===== src/rtl/shift_seq_if.sv =====
// Handshake and data bundle for shift_seq_unit.
// The control FSM drives the master side; the shifter is the slave.
interface shift_seq_if #(
  parameter int WIDTH = 32,
  parameter int NSRC  = 4
);
  localparam int SHW  = $clog2(WIDTH);
  localparam int SELW = (NSRC > 1) ? $clog2(NSRC) : 1;

  logic                  start;
  logic [2:0]            mode;
  logic [SELW-1:0]       amt_sel;
  logic [NSRC*SHW-1:0]   amt_src;
  logic [WIDTH-1:0]      data_in;
  logic [WIDTH-1:0]      data_out;
  logic [SHW-1:0]        amt_out;
  logic                  busy;
  logic                  done;

  modport master (
    output start, mode, amt_sel, amt_src, data_in,
    input  data_out, amt_out, busy, done
  );

  modport slave (
    input  start, mode, amt_sel, amt_src, data_in,
    output data_out, amt_out, busy, done
  );
endinterface


===== src/rtl/shift_seq_unit.sv =====
// Multi-cycle shifter (SLL/SRL/SRA/ROR, one bit per clock) with a built-in
// shift-amount source selector, one source optionally forced to a constant.
module shift_seq_unit #(
  parameter int WIDTH     = 32,
  parameter int NSRC      = 4,
  parameter int CONST_IDX = 2,
  parameter int CONST_VAL = 16
) (
  input  logic        clk,
  input  logic        reset,
  shift_seq_if.slave  bus
);
  localparam int SHW  = $clog2(WIDTH);
  localparam int SELW = (NSRC > 1) ? $clog2(NSRC) : 1;
  localparam logic [SHW-1:0] CONST_AMT = SHW'(CONST_VAL);

  typedef enum logic [1:0] {IDLE, SHIFT, DONE} state_t;

  state_t           state;
  logic [2:0]       mode_r;
  logic [SHW-1:0]   cnt;
  logic [WIDTH-1:0] data_r;
  logic [SHW-1:0]   amt_r;
  logic             busy_r;
  logic             done_r;

  logic [SHW-1:0]   amt_pick;
  logic [SHW-1:0]   amt_eff;
  logic             is_load;

  function automatic logic [WIDTH-1:0] shift_step(input logic [2:0] m,
                                                  input logic [WIDTH-1:0] d);
    logic signed [WIDTH-1:0] ds;
    ds = d;
    case (m)
      3'b001:  shift_step = {d[WIDTH-2:0], 1'b0};
      3'b010:  shift_step = {1'b0, d[WIDTH-1:1]};
      3'b011:  shift_step = $unsigned(ds >>> 1);
      3'b100:  shift_step = {d[0], d[WIDTH-1:1]};
      default: shift_step = d;
    endcase
  endfunction

  // Unselected or out-of-range selects fall through to an amount of 0.
  always_comb begin
    amt_pick = '0;
    for (int i = 0; i < NSRC; i++) begin
      if (bus.amt_sel == SELW'(i))
        amt_pick = (i == CONST_IDX) ? CONST_AMT : bus.amt_src[i*SHW +: SHW];
    end
  end

  assign is_load = !(bus.mode inside {3'b001, 3'b010, 3'b011, 3'b100});
  assign amt_eff = is_load ? '0 : amt_pick;

  always_ff @(posedge clk) begin
    if (reset) begin
      state  <= IDLE;
      mode_r <= '0;
      cnt    <= '0;
      data_r <= '0;
      amt_r  <= '0;
      busy_r <= 1'b0;
      done_r <= 1'b0;
    end else begin
      case (state)
        IDLE, DONE: begin
          if (bus.start) begin
            data_r <= bus.data_in;
            amt_r  <= amt_eff;
            mode_r <= bus.mode;
            cnt    <= amt_eff;
            busy_r <= 1'b1;
            if (amt_eff == '0) begin
              state  <= DONE;
              done_r <= 1'b1;
            end else begin
              state  <= SHIFT;
              done_r <= 1'b0;
            end
          end else begin
            state  <= IDLE;
            busy_r <= 1'b0;
            done_r <= 1'b0;
          end
        end
        SHIFT: begin
          data_r <= shift_step(mode_r, data_r);
          cnt    <= cnt - 1'b1;
          if (cnt == SHW'(1)) begin
            state  <= DONE;
            done_r <= 1'b1;
          end
        end
        default: begin
          state  <= IDLE;
          busy_r <= 1'b0;
          done_r <= 1'b0;
        end
      endcase
    end
  end

  assign bus.data_out = data_r;
  assign bus.amt_out  = amt_r;
  assign bus.busy     = busy_r;
  assign bus.done     = done_r;
endmodule

===== src/flat_wrapper.sv =====
// flat-port wrapper written by rule: the top's interface ports become plain ports
module shift_seq_unit_flat 
#(
  parameter int WIDTH     = 32,
  parameter int NSRC      = 4,
  parameter int CONST_IDX = 2,
  parameter int CONST_VAL = 16
)
  (clk, reset, bus_start, bus_mode, bus_amt_sel, bus_amt_src, bus_data_in, bus_data_out, bus_amt_out, bus_busy, bus_done);
  shift_seq_if #(.WIDTH(WIDTH), .NSRC(NSRC)) bus_i ();
  input  logic clk;
  input  logic reset;
  input wire logic [$bits(bus_i.start)-1:0] bus_start;
  input wire logic [$bits(bus_i.mode)-1:0] bus_mode;
  input wire logic [$bits(bus_i.amt_sel)-1:0] bus_amt_sel;
  input wire logic [$bits(bus_i.amt_src)-1:0] bus_amt_src;
  input wire logic [$bits(bus_i.data_in)-1:0] bus_data_in;
  output wire logic [$bits(bus_i.data_out)-1:0] bus_data_out;
  output wire logic [$bits(bus_i.amt_out)-1:0] bus_amt_out;
  output wire logic [$bits(bus_i.busy)-1:0] bus_busy;
  output wire logic [$bits(bus_i.done)-1:0] bus_done;
  assign bus_i.start = bus_start;
  assign bus_i.mode = bus_mode;
  assign bus_i.amt_sel = bus_amt_sel;
  assign bus_i.amt_src = bus_amt_src;
  assign bus_i.data_in = bus_data_in;
  assign bus_data_out = bus_i.data_out;
  assign bus_amt_out = bus_i.amt_out;
  assign bus_busy = bus_i.busy;
  assign bus_done = bus_i.done;
  shift_seq_unit #(.WIDTH(WIDTH), .NSRC(NSRC), .CONST_IDX(CONST_IDX), .CONST_VAL(CONST_VAL)) u_core (.clk(clk), .reset(reset), .bus(bus_i));
endmodule

===== config.mk =====
export PLATFORM = sky130hd
export DESIGN_NAME = shift_seq_unit_flat
export DESIGN_NICKNAME = d
export VERILOG_FILES = /design/src/rtl/shift_seq_if.sv /design/src/rtl/shift_seq_unit.sv /design/src/flat_wrapper.sv
export SDC_FILE = /design/constraint.sdc
export NUM_CORES = 1
export LEC_CHECK = 0
export ABC_AREA = 1
export CAP_MARGIN = 20
export CORE_MARGIN = 3
export CORE_UTILIZATION = 44
export DETAILED_ROUTE_END_ITERATION = 12
export GPL_ROUTABILITY_DRIVEN = 0
export PLACE_DENSITY_LB_ADDON = 0.08
export RECOVER_POWER = 25
export SYNTH_ARGS = -nofsm -noshare
export SYNTH_HDL_FRONTEND = slang
export SYNTH_SLANG_ARGS = --single-unit

===== constraint.sdc =====
create_clock -name clk -period 1.7 [get_ports clk]
set_input_delay 0.34 -clock clk [delete_from_list [all_inputs] [get_ports clk]]
set_output_delay 0.34 -clock clk [all_outputs]
set_load 0.05 [all_outputs]

==> flow_summary.json <==
{
  "worst_pin_slew_ns": 0.627,
  "cts_buffers": 5,
  "cts_tree": "done",
  "synth_warnings": 0,
  "placementRows": 27,
  "powerDensity_nw_per_um2": 1000,
  "grt_overflow": 0,
  "peakVddDrop_v": 0.000458,
  "critPathCaptureType": "output port",
  "post_cts_resized": 0,
  "synthCells": 355,
  "multiInputGateArea_sq_um": 1390,
  "cp_slowest_cell": "clkbuf_1",
  "cp_data_required_time_ns": 1.36,
  "vias": 2793,
  "regArea_sq_um": 961,
  "htreeDepth": 2,
  "final_cell_mix": "73 x a21oi_1, 64 x o21ai_0, 54 x clkdlybuf4s50_1",
  "hold_class": "reg2reg",
  "worst-path-buf-inv": 1,
  "power_mw": 3.53,
  "clockRootBuffer": "clkbuf_8",
  "numPortBuffers": 93,
  "diodes": 0,
  "antenna_found_initial": 0,
  "clk-insertion-delay-late_ns": 0.30,
  "wl_per_cell_microns": 13.9,
  "synthDistinctLibCells": 26,
  "maxSlewViolCount": 0,
  "hold_violations": 0,
  "setup_viol": 0,
  "grt_pass1_vias": 2503,
  "crit_type": "reg2out",
  "cts_hold_buffers": 0,
  "crit_path_max_incr_delay_ns": 0.49,
  "finalClockSkew_ns": 0.00945,
  "drtIter0Drc": 118,
  "ios": 99,
  "cts.sinks": 48,
  "mostFrequentLayoutCell": "a21oi_1",
  "fin_crit_ns": 1.52,
  "leakage_nw": 1.38,
  "hpwl_microns": 5070,
  "fillCellCount": 543,
  "cts_setup_buffers": 0,
  "syn_nets": 417,
  "die_w_microns": 82.7,
  "clk_path_buf_depth": 2,
  "relSlewSlack": 0.584,
  "core_sq_um": 5610,
  "max_cap_violations": 0,
  "avgSynthCellArea_sq_um": 7.29,
  "critPathTopFamily": "buffers and inverters",
  "drive_above_1_share": 0.121,
  "drc_errors": 0,
  "rsz0062_at_grt": "false",
  "synth_seq_cells": 48,
  "run_status": "finished clean",
  "grt_pass1_wl_microns": 11600,
  "timing.final.crit_share": 0.893,
  "area_growth_pct": 35.8,
  "start_util": 0.461,
  "yosysSeqAreaShare": 0.372,
  "grt_max_degree": 37,
  "dieArea_sq_um": 6830,
  "firstDrtPassIters": 5,
  "fmax_mhz": 659,
  "utilization": 0.626,
  "path_clk_slew_ns": 0.09,
  "die_y_microns": 82.7,
  "path_max_fanout": 4,
  "routed_wl_microns": 7200,
  "ant_nets": 0,
  "cp.arrival_ns": 1.18,
  "via_per_inst": 5.40,
  "nets": 506,
  "track_usage": 0.216,
  "start_kind": "flop",
  "crit_path_cell_trace": "clkbuf_1",
  "synth_area_sq_um": 2590
}
routing by layer:
metal	vias to the layer above	share of wire	global-route usage
met5	-	0	0
met1	1276	0.44	0.283
met3	6	0.077	0.0412
li1	1414	-	-
met2	97	0.48	0.366
met4	0	0.0088	0.0539
final timing paths:
check | to | cells after the start | from | slack (ns)
max reg2reg | u_core.bus.data_out[1]$_SDFFE_PP0P_ | 7 | u_core.mode_r[1]$_SDFFE_PP0P_ | 0.21
min reg2reg | u_core.bus.amt_out[4]$_SDFFE_PP0P_ | 2 | u_core.bus.amt_out[4]$_SDFFE_PP0P_ | 0.47
min | u_core.bus.amt_out[4]$_SDFFE_PP0P_ | 2 | u_core.bus.amt_out[4]$_SDFFE_PP0P_ | 0.47
max | bus_data_out[25] | 1 | u_core.bus.data_out[25]$_SDFFE_PP0P_ | 0.18
through the flow:
stage	std cells	cell area (sq um)	setup WS [ns]	setup TNS, ns	hold WS [ns]
after floorplan	355	2590	0.229	0	0.409
after global placement	509	3480	-0.0276	-0.127	0.460
after detailed placement	509	3480	-0.0648	-0.553	0.462
after CTS	517	3580	0.0853	0	0.477
after global routing	517	3510	0.0640	0	0.494
final	517	3510	0.183	0	0.471
area by class of cell:
cell class,count,share of cell area
Clock buffer,7,0.0246
Clock inverter,1,0.00214
Inverter,20,0.0228
Multi-Input combinational cell,262,0.396
Sequential cell,48,0.274
Tap cell,72,0.0257
Timing Repair Buffer,107,0.255
state kept, by name, summed over array words and instances, names as in the netlist:
signal	cells
u_core.bus.done	1
u_core.bus.busy	1
u_core.state	1
u_core.cnt	5
u_core.bus.amt_out	5
u_core.mode_r	3
u_core.bus.data_out	32
report_power, final:
group | switching (mW) | total, mW | internal (mW)
clock | 0.391 | 0.722 | 0.331
combinational | 0.928 | 1.40 | 0.468
sequential | 0.138 | 1.41 | 1.27
total | 1.46 | 3.53 | 2.07
kinds of logic (layout without fill, tap and decap cells):
logic type                 Yosys count  in the layout  synth area share
AOI/OAI and AO/OA                  175            175             0.373
adders and majority gates            2              2           0.00967
buffers and inverters               45            135            0.0909
DFF                                 48             48             0.372
and+or+nand+nor                     85             85             0.155
synth_stat cells:
cell | number | area [sq um]
ha_1 | 2 | 25.0
o211ai_1 | 3 | 22.5
nor2_2 | 1 | 6.26
o21bai_1 | 29 | 218
inv_1 | 15 | 56.3
buf_2 | 9 | 45.0
o21ai_0 | 64 | 320
a21oi_1 | 73 | 365
o22ai_1 | 1 | 6.26
nand4_1 | 2 | 12.5
inv_4 | 1 | 6.26
nand2_1 | 42 | 158
nand3_1 | 23 | 115
buf_6 | 4 | 45.0
buf_1 | 1 | 3.75
inv_2 | 4 | 15.0
a31oi_1 | 5 | 31.3
nor2_8 | 1 | 20.0
or2_0 | 1 | 6.26
nand2_2 | 2 | 12.5
nor2_1 | 10 | 37.5
nand2_4 | 2 | 22.5
clkbuf_1 | 5 | 18.8
nor2_4 | 1 | 11.3
buf_4 | 6 | 45.0
dfxtp_1 | 48 | 961
Note: power is estimated with default switching activity, not from simulation.
